$ cat config.mk
export PLATFORM = sky130hd
export DESIGN_NAME = axi_lite_intr_slave
export DESIGN_NICKNAME = d
export VERILOG_FILES = /design/src/rtl/axi_lite_intr_slave.sv
export SDC_FILE = /design/constraint.sdc
export NUM_CORES = 1
export LEC_CHECK = 0
export CORE_MARGIN = 2
export CORE_UTILIZATION = 25
export CTS_CLUSTER_DIAMETER = 100
export DETAILED_ROUTE_END_ITERATION = 10
export PLACE_DENSITY = 0.84
export SYNTH_ARGS = -nofsm -noshare
export SYNTH_HDL_FRONTEND = slang
export SYNTH_SLANG_ARGS = --single-unit
$ cat constraint.sdc
create_clock -name S_AXI_ACLK -period 2.7 [get_ports S_AXI_ACLK]
set_input_delay 0.81 -clock S_AXI_ACLK [delete_from_list [all_inputs] [get_ports S_AXI_ACLK]]
set_output_delay 0.81 -clock S_AXI_ACLK [all_outputs]
set_load 0.01 [all_outputs]
$ cat src/rtl/axi_lite_intr_slave.sv
`default_nettype none
// =============================================================================
// axi_lite_intr_slave : AXI4-Lite interrupt controller (GIER/IER/ISR/IAR/IPR).
// Define INTR_SYNC_EN to add a two-flop synchronizer on intr_in. Rev 1.0
// =============================================================================
module axi_lite_intr_slave #(
  parameter int C_S_AXI_DATA_WIDTH = 32,
  parameter int C_S_AXI_ADDR_WIDTH = 5,
  parameter int C_NUM_OF_INTR      = 1,
  parameter int C_IRQ_ACTIVE_STATE = 1
) (
  input  logic                              S_AXI_ACLK,
  input  logic                              S_AXI_ARESETN,
  input  logic [C_S_AXI_ADDR_WIDTH-1:0]     S_AXI_AWADDR,
  input  logic [2:0]                        S_AXI_AWPROT,
  input  logic                              S_AXI_AWVALID,
  output logic                              S_AXI_AWREADY,
  input  logic [C_S_AXI_DATA_WIDTH-1:0]     S_AXI_WDATA,
  input  logic [C_S_AXI_DATA_WIDTH/8-1:0]   S_AXI_WSTRB,
  input  logic                              S_AXI_WVALID,
  output logic                              S_AXI_WREADY,
  output logic [1:0]                        S_AXI_BRESP,
  output logic                              S_AXI_BVALID,
  input  logic                              S_AXI_BREADY,
  input  logic [C_S_AXI_ADDR_WIDTH-1:0]     S_AXI_ARADDR,
  input  logic [2:0]                        S_AXI_ARPROT,
  input  logic                              S_AXI_ARVALID,
  output logic                              S_AXI_ARREADY,
  output logic [C_S_AXI_DATA_WIDTH-1:0]     S_AXI_RDATA,
  output logic [1:0]                        S_AXI_RRESP,
  output logic                              S_AXI_RVALID,
  input  logic                              S_AXI_RREADY,
  input  logic [C_NUM_OF_INTR-1:0]          intr_in,
  output logic                              irq
);

  localparam int C_DW      = C_S_AXI_DATA_WIDTH;
  localparam int C_WORD_AW = C_S_AXI_ADDR_WIDTH - 2;
  localparam logic C_IRQ_ON = (C_IRQ_ACTIVE_STATE != 0);
  localparam logic [C_DW-1:0] C_INTR_MASK = C_DW'((64'd1 << C_NUM_OF_INTR) - 64'd1);

  localparam logic [C_WORD_AW-1:0] C_OFF_GIER = C_WORD_AW'(0);
  localparam logic [C_WORD_AW-1:0] C_OFF_IER  = C_WORD_AW'(1);
  localparam logic [C_WORD_AW-1:0] C_OFF_ISR  = C_WORD_AW'(2);
  localparam logic [C_WORD_AW-1:0] C_OFF_IAR  = C_WORD_AW'(3);
  localparam logic [C_WORD_AW-1:0] C_OFF_IPR  = C_WORD_AW'(4);

  logic                     awready_q, awready_d;
  logic                     bvalid_q,  bvalid_d;
  logic                     arready_q, arready_d;
  logic                     rvalid_q,  rvalid_d;
  logic [C_DW-1:0]          rdata_q,   rdata_d;
  logic                     gier_q,    gier_d;
  logic [C_DW-1:0]          ier_q,     ier_d;
  logic [C_DW-1:0]          isr_q,     isr_d;
  logic [C_NUM_OF_INTR-1:0] intr_low_q, intr_low_d;
  logic                     irq_q,     irq_d;

  logic                     w_wr_en;
  logic                     w_rd_en;
  logic [C_WORD_AW-1:0]     w_aw_word;
  logic [C_WORD_AW-1:0]     w_ar_word;
  logic [C_DW-1:0]          w_wmask;
  logic [C_DW-1:0]          w_iar_clr;
  logic [C_DW-1:0]          w_rd_val;
  logic [C_DW-1:0]          w_rise;
  logic [C_NUM_OF_INTR-1:0] w_intr_smp;

  assign w_wr_en   = awready_q & S_AXI_AWVALID & S_AXI_WVALID;
  assign w_rd_en   = arready_q & S_AXI_ARVALID;
  assign w_aw_word = S_AXI_AWADDR[C_S_AXI_ADDR_WIDTH-1:2];
  assign w_ar_word = S_AXI_ARADDR[C_S_AXI_ADDR_WIDTH-1:2];

  genvar lane;
  generate
    for (lane = 0; lane < C_DW/8; lane++) begin : g_lane
      assign w_wmask[lane*8 +: 8] = {8{S_AXI_WSTRB[lane]}};
    end
  endgenerate

`ifdef INTR_SYNC_EN
  logic [C_NUM_OF_INTR-1:0] sync1_q, sync1_d;
  logic [C_NUM_OF_INTR-1:0] sync2_q, sync2_d;

  always_comb begin
    sync1_d = intr_in;
    sync2_d = sync1_q;
  end

  always_ff @(posedge S_AXI_ACLK or negedge S_AXI_ARESETN) begin
    if (!S_AXI_ARESETN) begin
      sync1_q <= '0;
      sync2_q <= '0;
    end else begin
      sync1_q <= sync1_d;
      sync2_q <= sync2_d;
    end
  end

  assign w_intr_smp = sync2_q;
`else
  assign w_intr_smp = intr_in;
`endif

  // History holds "was low last sample", so a level already high out of reset never counts as an edge.
  assign w_rise = C_DW'(w_intr_smp & intr_low_q);

  always_comb begin
    w_rd_val = '0;
    case (w_ar_word)
      C_OFF_GIER: w_rd_val = C_DW'(gier_q);
      C_OFF_IER:  w_rd_val = ier_q;
      C_OFF_ISR:  w_rd_val = isr_q;
      C_OFF_IPR:  w_rd_val = isr_q & ier_q;
      default:    w_rd_val = '0;
    endcase
  end

  always_comb begin
    awready_d  = S_AXI_AWVALID & S_AXI_WVALID & ~awready_q & ~bvalid_q;
    arready_d  = S_AXI_ARVALID & ~arready_q & ~rvalid_q;
    bvalid_d   = bvalid_q;
    rvalid_d   = rvalid_q;
    rdata_d    = rdata_q;
    gier_d     = gier_q;
    ier_d      = ier_q;
    w_iar_clr  = '0;
    intr_low_d = ~w_intr_smp;

    if (bvalid_q && S_AXI_BREADY) bvalid_d = 1'b0;
    if (w_wr_en)                  bvalid_d = 1'b1;
    if (rvalid_q && S_AXI_RREADY) rvalid_d = 1'b0;
    if (w_rd_en) begin
      rvalid_d = 1'b1;
      rdata_d  = w_rd_val;
    end

    if (w_wr_en) begin
      case (w_aw_word)
        C_OFF_GIER: if (S_AXI_WSTRB[0]) gier_d = S_AXI_WDATA[0];
        C_OFF_IER:  ier_d = ((ier_q & ~w_wmask) | (S_AXI_WDATA & w_wmask)) & C_INTR_MASK;
        C_OFF_IAR:  w_iar_clr = S_AXI_WDATA & w_wmask;
        default:    ;
      endcase
    end

    // A fresh edge overrides a same-cycle acknowledge.
    isr_d = ((isr_q & ~w_iar_clr) | w_rise) & C_INTR_MASK;
    irq_d = (gier_q && |(isr_q & ier_q)) ? C_IRQ_ON : ~C_IRQ_ON;
  end

  always_ff @(posedge S_AXI_ACLK or negedge S_AXI_ARESETN) begin
    if (!S_AXI_ARESETN) begin
      awready_q  <= 1'b0;
      bvalid_q   <= 1'b0;
      arready_q  <= 1'b0;
      rvalid_q   <= 1'b0;
      rdata_q    <= '0;
      gier_q     <= 1'b0;
      ier_q      <= '0;
      isr_q      <= '0;
      intr_low_q <= '0;
      irq_q      <= ~C_IRQ_ON;
    end else begin
      awready_q  <= awready_d;
      bvalid_q   <= bvalid_d;
      arready_q  <= arready_d;
      rvalid_q   <= rvalid_d;
      rdata_q    <= rdata_d;
      gier_q     <= gier_d;
      ier_q      <= ier_d;
      isr_q      <= isr_d;
      intr_low_q <= intr_low_d;
      irq_q      <= irq_d;
    end
  end

  assign S_AXI_AWREADY = awready_q;
  assign S_AXI_WREADY  = awready_q;
  assign S_AXI_BVALID  = bvalid_q;
  assign S_AXI_BRESP   = 2'b00;
  assign S_AXI_ARREADY = arready_q;
  assign S_AXI_RVALID  = rvalid_q;
  assign S_AXI_RDATA   = rdata_q;
  assign S_AXI_RRESP   = 2'b00;
  assign irq           = irq_q;

  logic unused_ok;
  assign unused_ok = &{1'b0, S_AXI_AWPROT, S_AXI_ARPROT, S_AXI_AWADDR[1:0], S_AXI_ARADDR[1:0]};

endmodule
`default_nettype wire

# Yosys cells after proc, flatten, opt, wreduce, memory -nomap -nowiden
# Index checks and enable logic that the tools add are counted.
dict set report totals {
  register_bits 41
  output_inout_bits 42
  wordCells 55
}
dict set report classes {
  eq_ne 5
  muxes 8
  bitwise_logic 22
  n_reduce_logical 10
}
# cell n
set ops {}
lappend ops {{32-bit OR reduction} 1}
lappend ops {{1-bit bitwise AND} 13}
lappend ops {{1-bit 2-to-1 mux} 7}
lappend ops {{1-bit NOT} 7}
lappend ops {{3-bit by 1-bit == test with 1-bit output (second input constant)} 2}
lappend ops {{3-bit by 2-bit == test with 1-bit output (second input constant)} 2}
lappend ops {{3-bit logical NOT} 2}
lappend ops {{1-bit case mux with 4 select lines} 1}
lappend ops {{2-bit nonzero test} 2}
lappend ops {{3-bit == test (second input constant)} 1}
lappend ops {{1-bit logical AND} 3}
lappend ops {{3-bit AND reduction} 1}
lappend ops {{1-bit OR} 2}
lappend ops {{2-bit AND reduction} 1}

# Logic depth before layout (Yosys ltp)
# Gate-level depths: netlist of the first run.
dict set report depth {
  word_depth 6
  depth_mapped 3
}

# Worst setup path before layout of the first run
# OpenSTA, ideal clock, no wires.
dict set report synth_timing {
  kind {input-to-reg}
  startpoint {input port S_AXI_WSTRB[0]}
  endpoint {register (tool-made name)}
  setup_time_ps 128
  arrival_ps 1481
  t_required_ps 2572
  path_slack_ps 1092
  cell_stages 3
  path_buffers 0
  cell_sequence {nand4_2 -> nor4b_2 -> mux2_1}
}
# item line
set synth_rtl {}
lappend synth_rtl {{from (decl)} 19} ;# input logic [C_S_AXI_DATA_WIDTH/8-1:0] S_AXI_WSTRB,

# Worst setup path after layout of the first run
dict set report layout_timing {
  startpoint {register awready_q, in the netlist S_AXI_AWREADY}
  endpoint {output port S_AXI_AWREADY}
}
# item line
set layout_rtl {}
lappend layout_rtl {{from (decl)} 48} ;# logic awready_q, awready_d;
lappend layout_rtl {{from (signal assigned)} 165} ;# awready_q <= awready_d;
lappend layout_rtl {{to (decl)} 17} ;# output logic S_AXI_AWREADY,
# No word-level cell between the ends.

==> results.tsv, run 1 <==
stage	metric	value	unit
final_layout	drive_gt1_frac	0.0619	
final_layout	syn_to_final_growth	21.6	%
critical_path	reg2reg_slack	1380	ps
clock_tree	cts_resized	0	
clock_tree	numClockSinks	10	
global_routing	track_usage	0.0722	
global_routing	grt_pass1_wl	1730	µm
final_layout	layout.nets	158	
critical_path	critPathBufInv	1	
critical_path	r2r-start	S_AXI_AWREADY	
global_routing	grt_pass1_vias	367	
timing	finalHoldViolations	0	
route	routed_via_density	3.53	
timing	hold_slack	470	ps
placement	dp_hpwl	937	µm
route	drc	0	
floorplan	coreArea	0.00271	mm²
logic_synthesis	syn_area_per_cell	9.67	µm²
power	intPower	0.287	mW
timing	clock_skew	0.930	ps
power	power_frac_clock	0.342	
timing	max_freq	0.487	GHz
route	vias	452	
power	ir_worst_vdd	0.211	mV
floorplan	rows	19	
timing	finalMaxSlewViolations	0	
timing	fin_tns_setup	0	ps
clock_tree	postCtsHoldBufs	0	
power	power_frac_comb	0.227	
global_routing	grt_overflow	0	
clock_tree	post_cts_buffers	0	
outcome	outcome	finished, final reports clean	
power	p_leak	0.417	nW
timing	setup_viol	0	
critical_path	crit_chain	clkdlybuf4s50_1	
clock_tree	insertion_delay	260	ps
global_routing	antenna_found_initial	0	
timing	rsz0062_at_grt	no	
critical_path	critPathKind	reg2out	
critical_path	cp_data_arrival_time	1240	ps
logic_synthesis	yosysSeqAreaShare	0.355	
clock_tree	root_buffer	clkbuf_4	
critical_path	cp.required	1890	ps
critical_path	r2r_end	gier_q	
route	ant_nets	0	
global_routing	grt_max_degree	11	
route	dr.pass1.iters	3	
critical_path	startpoint_type	register	
power	p_seq_frac	0.431	
logic_synthesis	syn_inst	73	
clock_tree	clkSlewWorstSetupHoldPaths	70	ps
min_path	holdPathStages	2	
timing	fin_crit_sh	0.760	
timing	post-route-min-period	2050	ps
clock_tree	cts_tree	yes	
critical_path	reg2regPathDepth	3	
floorplan	die_y	57.1	µm
logic_synthesis	ys_ff_latch	10	
floorplan	io_pins	102	
critical_path	slowest_stage	clkdlybuf4s50_1	
logic_synthesis	synth_warnings	0	
clock_tree	cts_buffers	3	
floorplan	die_w	57.1	µm
logic_synthesis	syn_area	706	µm²
critical_path	crit_path_max_incr_delay	560	ps
critical_path	path_delay_family	buffers and inverters	
min_path	worst_hold_path.endpoint	isr_q[0]	
floorplan	fp.dieArea	0.00326	mm²
clock_tree	h-tree-depth	1	
placement	portBuffers	22	
floorplan	start_util	0.260	
job	max-cap-violations	0	
logic_synthesis	synth_cell_types	21	
placement	gp_congestion	0.662	
min_path	hold_start	intr_low_q	
critical_path	worst_setup_path_end_kind	output port	
clock_tree	clk_path_buf_depth	2	
route	wl_per_cell	8.62	µm
power	switching_power	0.106	mW
route	drt_iter0_drc	5	
min_path	hp-class	reg2reg	
route	drt_wl_total	1100	µm
power	powerDensity	458	mW/mm²
final_layout	n_antenna_cell	0	
power	swShare	0.270	
critical_path	cp_max_fo	5	
cells in the mapped netlist:
cell type / instances / area share
and3_1: 1 / 0.0089
nand2_1: 2 / 0.011
dfrtp_1: 10 / 0.35
a221oi_1: 1 / 0.012
nand3_1: 2 / 0.014
nor4b_2: 1 / 0.021
nand4bb_1: 1 / 0.016
o21ai_0: 1 / 0.0071
nand4_2: 1 / 0.018
inv_1: 4 / 0.021
nor4_1: 2 / 0.018
conb_1: 1 / 0.0053
mux2_1: 2 / 0.032
buf_4: 36 / 0.38
o21ai_1: 2 / 0.014
nand2b_1: 1 / 0.0089
and4bb_1: 1 / 0.018
nor3_1: 1 / 0.0071
nor3b_1: 1 / 0.011
a21oi_1: 1 / 0.0071
a22o_1: 1 / 0.012
power groups by stage:
stage	clock network, mW	registers, mW	logic, mW
final	0.135	0.169	0.0893
after global routing	0.146	0.172	0.0972
after CTS	0.139	0.170	0.0893
after detailed placement	0	0.173	0.0892
after global placement	0	0.172	0.0881
after floorplan	0	0.175	0.0744
cell usage in the layout, fill, tap and decap left out:
cell,n
mux2_1,2
nor4_1,2
conb_1,35
o21ai_1,2
nand2_1,2
dfrtp_1,10
nand4bb_1,1
nand4_2,1
a221oi_1,1
clkbuf_4,3
nand2b_1,1
nor4b_2,1
clkdlybuf4s50_1,22
nand3_1,2
and3_1,1
nor3_1,1
a22o_1,1
clkbuf_8,1
nor3b_1,1
o21ai_0,1
inv_1,4
and4bb_1,1
a21oi_1,1
through the flow:
step / utilization / area [µm²] / instances / setup slack [ps] / total power, mW
after global routing: 0.317 / 858 / 128 / 573 / 0.414
after floorplan: - / 833 / 107 / 1090 / 0.250
after global placement: 0.303 / 822 / 124 / 517 / 0.260
after CTS: 0.317 / 858 / 128 / 630 / 0.398
after detailed placement: 0.303 / 822 / 124 / 474 / 0.262
final: 0.317 / 858 / 128 / 647 / 0.393
final cells by class:
type,instances,area (µm²)
well taps,31,38.8
flip-flops and latches,10,250
clock buffers,4,36.3
repair buffers,22,220
inverters,4,15.0
fillers,302,1850
multi-input cells,57,298
metal layers:
metal  global-route usage  vias up  wire (µm)
met5                    0        -          0
met4               0.0498        0          9
met3               0.0317        2        127
met2               0.0936       31        499
met1               0.0949      199        467
li1                     -      220          -
how the worst max path moves through the flow:
stage | start | endpoint | slack [ps] | cells after the start
after floorplan | S_AXI_WSTRB[0] | register | 1090 | 3
after global placement | S_AXI_WVALID | register | 520 | 4
after detailed placement | S_AXI_WVALID | gier_q | 470 | 4
after CTS | S_AXI_AWREADY | S_AXI_AWREADY | 630 | 1
after global routing | S_AXI_AWREADY | S_AXI_AWREADY | 570 | 1
final | S_AXI_AWREADY | S_AXI_AWREADY | 650 | 1
cells by family after synthesis:
family / after synthesis / synth area share
flip-flops: 10 / 0.355
buffers and inverters: 40 / 0.404
multiplexers: 2 / 0.0319
other: 1 / 0.00531
AND/OR/NAND/NOR: 14 / 0.151
AO/OA/AOI/OAI: 6 / 0.0532
state kept, by name (all words and copies together), names as in the netlist, named ones only:
name and count:
S_AXI_AWREADY 1, irq 1, isr_q 1, S_AXI_BVALID 1, S_AXI_ARREADY 1, S_AXI_RDATA 1, intr_low_q 1, gier_q 1
S_AXI_RVALID 1
No activity file was read; power rests on OpenSTA's default activity.
==> run 2: changes to the inputs <==
--- a/config.mk
+++ b/config.mk
@@ -6,10 +6,10 @@
 export NUM_CORES = 1
 export LEC_CHECK = 0
 export CORE_MARGIN = 2
-export CORE_UTILIZATION = 25
+export CORE_UTILIZATION = 23
 export CTS_CLUSTER_DIAMETER = 100
 export DETAILED_ROUTE_END_ITERATION = 10
-export PLACE_DENSITY = 0.84
+export PLACE_DENSITY = 0.78
 export SYNTH_ARGS = -nofsm -noshare
 export SYNTH_HDL_FRONTEND = slang
 export SYNTH_SLANG_ARGS = --single-unit
==> constraint.sdc (replaced) <==
create_clock -name S_AXI_ACLK -period 2 [get_ports S_AXI_ACLK]
set_input_delay 0.6 -clock S_AXI_ACLK [delete_from_list [all_inputs] [get_ports S_AXI_ACLK]]
set_output_delay 0.6 -clock S_AXI_ACLK [all_outputs]
set_load 0.01 [all_outputs]
==> results.tsv, run 2 (synthesized netlist as in run 1, its figures left out) <==
stage	metric	value	unit
power	powerDensity	574	mW/mm²
placement	placed_cells	126	
route	wl_per_cell	8.99	µm
floorplan	start_util	0.237	
power	report.power.total	0.487	mW
critical_path	critical_path_cell_count	1	
floorplan	rows	20	
timing	finalMaxSlewViolations	0	
clock_tree	clkSlewWorstSetupHoldPaths	70	ps
timing	fin_crit_sh	0.922	
power	ir_worst_vdd	0.331	mV
clock_tree	postCtsHoldBufs	0	
final_layout	syn_to_final_growth	20.0	%
placement	gp_congestion	0.681	
outcome	outcome	finished, final reports clean	
global_routing	grt_pass1_vias	376	
clock_tree	cts_tree	yes	
global_routing	antenna_found_initial	0	
timing	clock_skew	5.86	ps
job	max-cap-violations	0	
critical_path	startpoint_type	register	
placement	dp_hpwl	998	µm
floorplan	die_w	59.4	µm
clock_tree	insertion_delay	260	ps
clock_tree	root_buffer	clkbuf_4	
floorplan	io_pins	102	
timing	max_freq	0.542	GHz
route	routed_via_density	3.70	
timing	rsz0062_at_grt	no	
floorplan	fp.dieArea	0.00353	mm²
clock_tree	cts_resized	0	
route	dr.pass1.iters	2	
final_layout	layout.nets	158	
critical_path	critPathKind	reg2out	
clock_tree	post_cts_buffers	0	
route	drt_wl_total	1160	µm
clock_tree	clk_path_buf_depth	2	
critical_path	slowest_stage	clkdlybuf4s50_1	
min_path	holdPathStages	2	
clock_tree	numClockSinks	10	
floorplan	die_y	59.4	µm
critical_path	cp_data_arrival_time	1240	ps
global_routing	grt_pass1_wl	1680	µm
critical_path	path_delay_family	buffers and inverters	
critical_path	cp.required	1400	ps
timing	finalHoldViolations	0	
critical_path	crit_path_max_incr_delay	570	ps
route	vias	477	
global_routing	track_usage	0.0684	
timing	setup_viol	0	
critical_path	critPathBufInv	1	
placement	portBuffers	22	
floorplan	coreArea	0.00298	mm²
timing	fin_tns_setup	0	ps
critical_path	crit_chain	clkdlybuf4s50_1	
final_layout	layout_commonest_cell	conb_1	
clock_tree	h-tree-depth	1	
global_routing	grt_max_degree	11	
final_layout	n_antenna_cell	0	
min_path	hp-class	reg2reg	
route	drt_iter0_drc	10	
route	drc	0	
route	ant_nets	0	
final_layout	fin_cells	129	
power	p_leak	0.410	nW
final_layout	drive_gt1_frac	0.0521	
critical_path	reg2regPathDepth	3	
final_layout	layout_common_cells	conb_1, clkdlybuf4s50_1, dfrtp_1	
global_routing	grt_overflow	0	
critical_path	worst_setup_path_end_kind	output port	
critical_path	cp_max_fo	5	
timing	post-route-min-period	1840	ps
clock_tree	cts_buffers	3	
-- run 2: changes by cell type in the layout (fill, tap and decap cells not counted), sizes merged --
cell | before | now
clkbuf | 4 | 3
-- run 2: per-stage QoR --
stage          area, µm²  setup slack (ps)  hold slack (ps)   util
6_report             847               156              460  0.284
5_1_grt              847              89.0              500  0.284
4_1_cts              847               127              465  0.284
3_5_place_dp         825              6.35              456  0.277
3_3_place_gp         825              33.7              443  0.277
2_1_floorplan        833               602              304      -
-- run 2: final timing paths --
path	from	end	slack (ps)
max	S_AXI_AWREADY	S_AXI_WREADY	160
min	intr_low_q	isr_q[0]	460
max reg2reg	S_AXI_AWREADY	gier_q	700
min reg2reg	intr_low_q	isr_q[0]	460
max in group asynchronous	S_AXI_ARESETN	asynchronous set/reset pin	1020
min in group asynchronous	S_AXI_ARESETN	S_AXI_ARREADY	650
-- run 2: power breakdown --
group	switching, mW	total [mW]	internal [mW]
Sequential	0.0119	0.230	0.218
Combinational	0.0619	0.122	0.0597
Clock	0.0659	0.135	0.0694
-- run 2: layout make-up --
class / instances / area, µm²
Fill cell: 318 / 2130
Clock buffer: 3 / 22.5
Sequential cell: 10 / 250
Inverter: 4 / 15.0
Tap cell: 33 / 41.3
Multi-Input combinational cell: 57 / 298
Timing Repair Buffer: 22 / 220
-- run 2: per-layer routing --
layer | track usage | part of all wire | vias up
met5 | 0 | 0 | -
met4 | 0.0292 | 0.012 | 0
met3 | 0.0393 | 0.14 | 2
met2 | 0.100 | 0.43 | 44
met1 | 0.0809 | 0.42 | 211
li1 | - | - | 220
-- run 2: worst min-delay path, stage by stage (launching register included) --
cell and delay [ps]:
dfrtp_1 320, nand2_1 50, o21ai_1 60
==> run 3: changes to the inputs <==
--- a/config.mk
+++ b/config.mk
@@ -5,11 +5,14 @@
 export SDC_FILE = /design/constraint.sdc
 export NUM_CORES = 1
 export LEC_CHECK = 0
+export ABC_AREA = 1
 export CORE_MARGIN = 2
-export CORE_UTILIZATION = 23
+export CORE_UTILIZATION = 24
 export CTS_CLUSTER_DIAMETER = 100
 export DETAILED_ROUTE_END_ITERATION = 10
-export PLACE_DENSITY = 0.78
+export GPL_ROUTABILITY_DRIVEN = 1
+export PLACE_DENSITY = 0.79
+export SLEW_MARGIN = 40
 export SYNTH_ARGS = -nofsm -noshare
 export SYNTH_HDL_FRONTEND = slang
 export SYNTH_SLANG_ARGS = --single-unit
==> results.tsv, run 3 <==
stage	metric	value	unit
timing	rsz0062_at_grt	no	
route	vias	526	
global_routing	grt_pass1_vias	406	
timing	clock_skew	2.64	ps
global_routing	gr-max-usage-layer	met2	
critical_path	path_delay_family	buffers and inverters	
logic_synthesis	synth_area_leaders	buf_4, dfrtp_1, nand2_1	
logic_synthesis	synth_warnings	0	
logic_synthesis	synthFlopType	dfrtp_1	
critical_path	worst_setup_path_end_kind	output port	
global_routing	grt_use_met2	0.0958	
floorplan	die_y	59.4	µm
logic_synthesis	synth_cell_types	15	
clock_tree	clk_path_buf_depth	2	
global_routing	grt_overflow	0	
clock_tree	cts_buffers	3	
floorplan	die_w	59.4	µm
logic_synthesis	syn_area_per_cell	7.76	µm²
floorplan	fp.dieArea	0.00353	mm²
clock_tree	root_buffer	clkbuf_4	
clock_tree	cts_tree	yes	
timing	max_freq	0.542	GHz
final_layout	syn_to_final_growth	21.1	%
timing	fin_crit_sh	0.923	
critical_path	crit_start	S_AXI_AWREADY	
clock_tree	insertion_delay	260	ps
clock_tree	h-tree-depth	1	
final_layout	layout.nets	180	
route	drt_iter0_drc	5	
critical_path	slowest_stage	clkdlybuf4s50_1	
logic_synthesis	syn_inst	95	
final_layout	fin_util	0.300	
power	powerDensity	596	mW/mm²
route	routed_via_density	3.46	
critical_path	cp_data_arrival_time	1250	ps
route	ant_nets	0	
min_path	holdPathStages	1	
critical_path	crit_path_max_incr_delay	570	ps
floorplan	io_pins	102	
min_path	hp-class	reg2reg	
logic_synthesis	synthArstFlopShare	1.00	
timing	finalHoldViolations	0	
critical_path	critPathKind	reg2out	
global_routing	antenna_found_initial	0	
logic_synthesis	yosysSeqAreaShare	0.340	
route	drt_wl_total	1120	µm
critical_path	critPathBufInv	1	
timing	setup_viol	0	
logic_synthesis	synth.most_common_cell	buf_4	
power	p_leak	0.465	nW
timing	finalMaxSlewViolations	0	
clock_tree	cts_resized	0	
global_routing	grtUsageMet1	0.0810	
floorplan	rows	20	
critical_path	startpoint_type	register	
critical_path	cp.required	1400	ps
logic_synthesis	netlist.top_cell.by_area	buf_4	
final_layout	n_antenna_cell	0	
min_path	worst_hold_path.endpoint	S_AXI_ARREADY	
placement	dp_hpwl	977	µm
min_path	hold_start	S_AXI_ARREADY	
global_routing	use_met3	0.0153	
final_layout	drive_gt1_frac	0.0504	
clock_tree	numClockSinks	10	
clock_tree	postCtsHoldBufs	0	
timing	post-route-min-period	1850	ps
critical_path	reg2reg_slack	1080	ps
global_routing	track_usage	0.0676	
floorplan	start_util	0.247	
timing	fin_tns_setup	0	ps
critical_path	reg2regPathDepth	5	
global_routing	grt_pass1_wl	1720	µm
critical_path	r2r-start	S_AXI_AWREADY	
logic_synthesis	synth_common_cells	buf_4, nand2_1, dfrtp_1	
route	wl_per_cell	7.39	µm
placement	gp_congestion	0.714	
power	ir_worst_vdd	0.123	mV
clock_tree	post_cts_buffers	0	
final_layout	layout_commonest_cell	conb_1	
logic_synthesis	syn_area	737	µm²
logic_synthesis	synth_edf_count	0	
logic_synthesis	yosysTopAreaCellShare	0.367	
final_layout	layout_common_cells	conb_1, clkdlybuf4s50_1, nand2_1	
outcome	outcome	finished, final reports clean	
job	max-cap-violations	0	
route	drc	0	
critical_path	cp_max_fo	5	
critical_path	crit_chain	clkdlybuf4s50_1	
placement	portBuffers	22	
floorplan	coreArea	0.00298	mm²
clock_tree	clkSlewWorstSetupHoldPaths	70	ps
route	dr.pass1.iters	4	
logic_synthesis	ys_ff_latch	10	
global_routing	grt_max_degree	11	
## run 3: cell count changes after synthesis, moves of 2 or more
cell      before  now
nand3_1        2    4
nor4_1         2    0
nand2_1        2   19
mux2_1         2    0
inv_1          4    9
clkinv_1       0    2
nor2_1         0    5
## run 3: kinds of logic after synthesis
family | share of synthesized area
buffers and inverters | 0.423
AND/OR/NAND/NOR | 0.205
flip-flops | 0.340
AO/OA/AOI/OAI | 0.0272
other | 0.00509
## run 3: area by class of cell
type	count	area (µm²)
multi-input combinational	72	303
tap	33	41.3
sequential	10	250
timing repair buffer	22	220
inverter	11	41.3
fill	328	2090
clock buffer	4	36.3
## run 3: worst max path at each step
| stage | end | cells past startpoint |
|---|---|---|
| after floorplan | S_AXI_WREADY | 1 |
| after global placement | gier_q | 6 |
| after detailed placement | gier_q | 5 |
| after CTS | S_AXI_WREADY | 1 |
| after global routing | S_AXI_AWREADY | 1 |
| final | S_AXI_AWREADY | 1 |
## run 3: layer usage
layer / share of wire / vias to the layer above
met2: 0.45 / 34
met5: 0 / -
li1: - / 268
met1: 0.43 / 222
met4: 0.024 / 0
met3: 0.096 / 2
## run 3: where the power goes
group / internal [mW] / leakage (nW) / switching (mW)
sequential: 0.218 / 0.128 / 0.0106
clock: 0.110 / 0.0210 / 0.0670
combinational: 0.0579 / 0.316 / 0.0681
## run 3: through the flow
stage | power (mW) | instance area [µm²] | hold WS, ps | instances | setup slack (ps)
6_report | 0.531 | 892 | 452 | 152 | 155
5_1_grt | 0.581 | 892 | 493 | 152 | 70.3
4_1_cts | 0.542 | 892 | 459 | 152 | 129
3_5_place_dp | 0.358 | 856 | 441 | 148 | 373
3_3_place_gp | 0.355 | 856 | 433 | 148 | 400
2_1_floorplan | 0.341 | 865 | 304 | 129 | 808
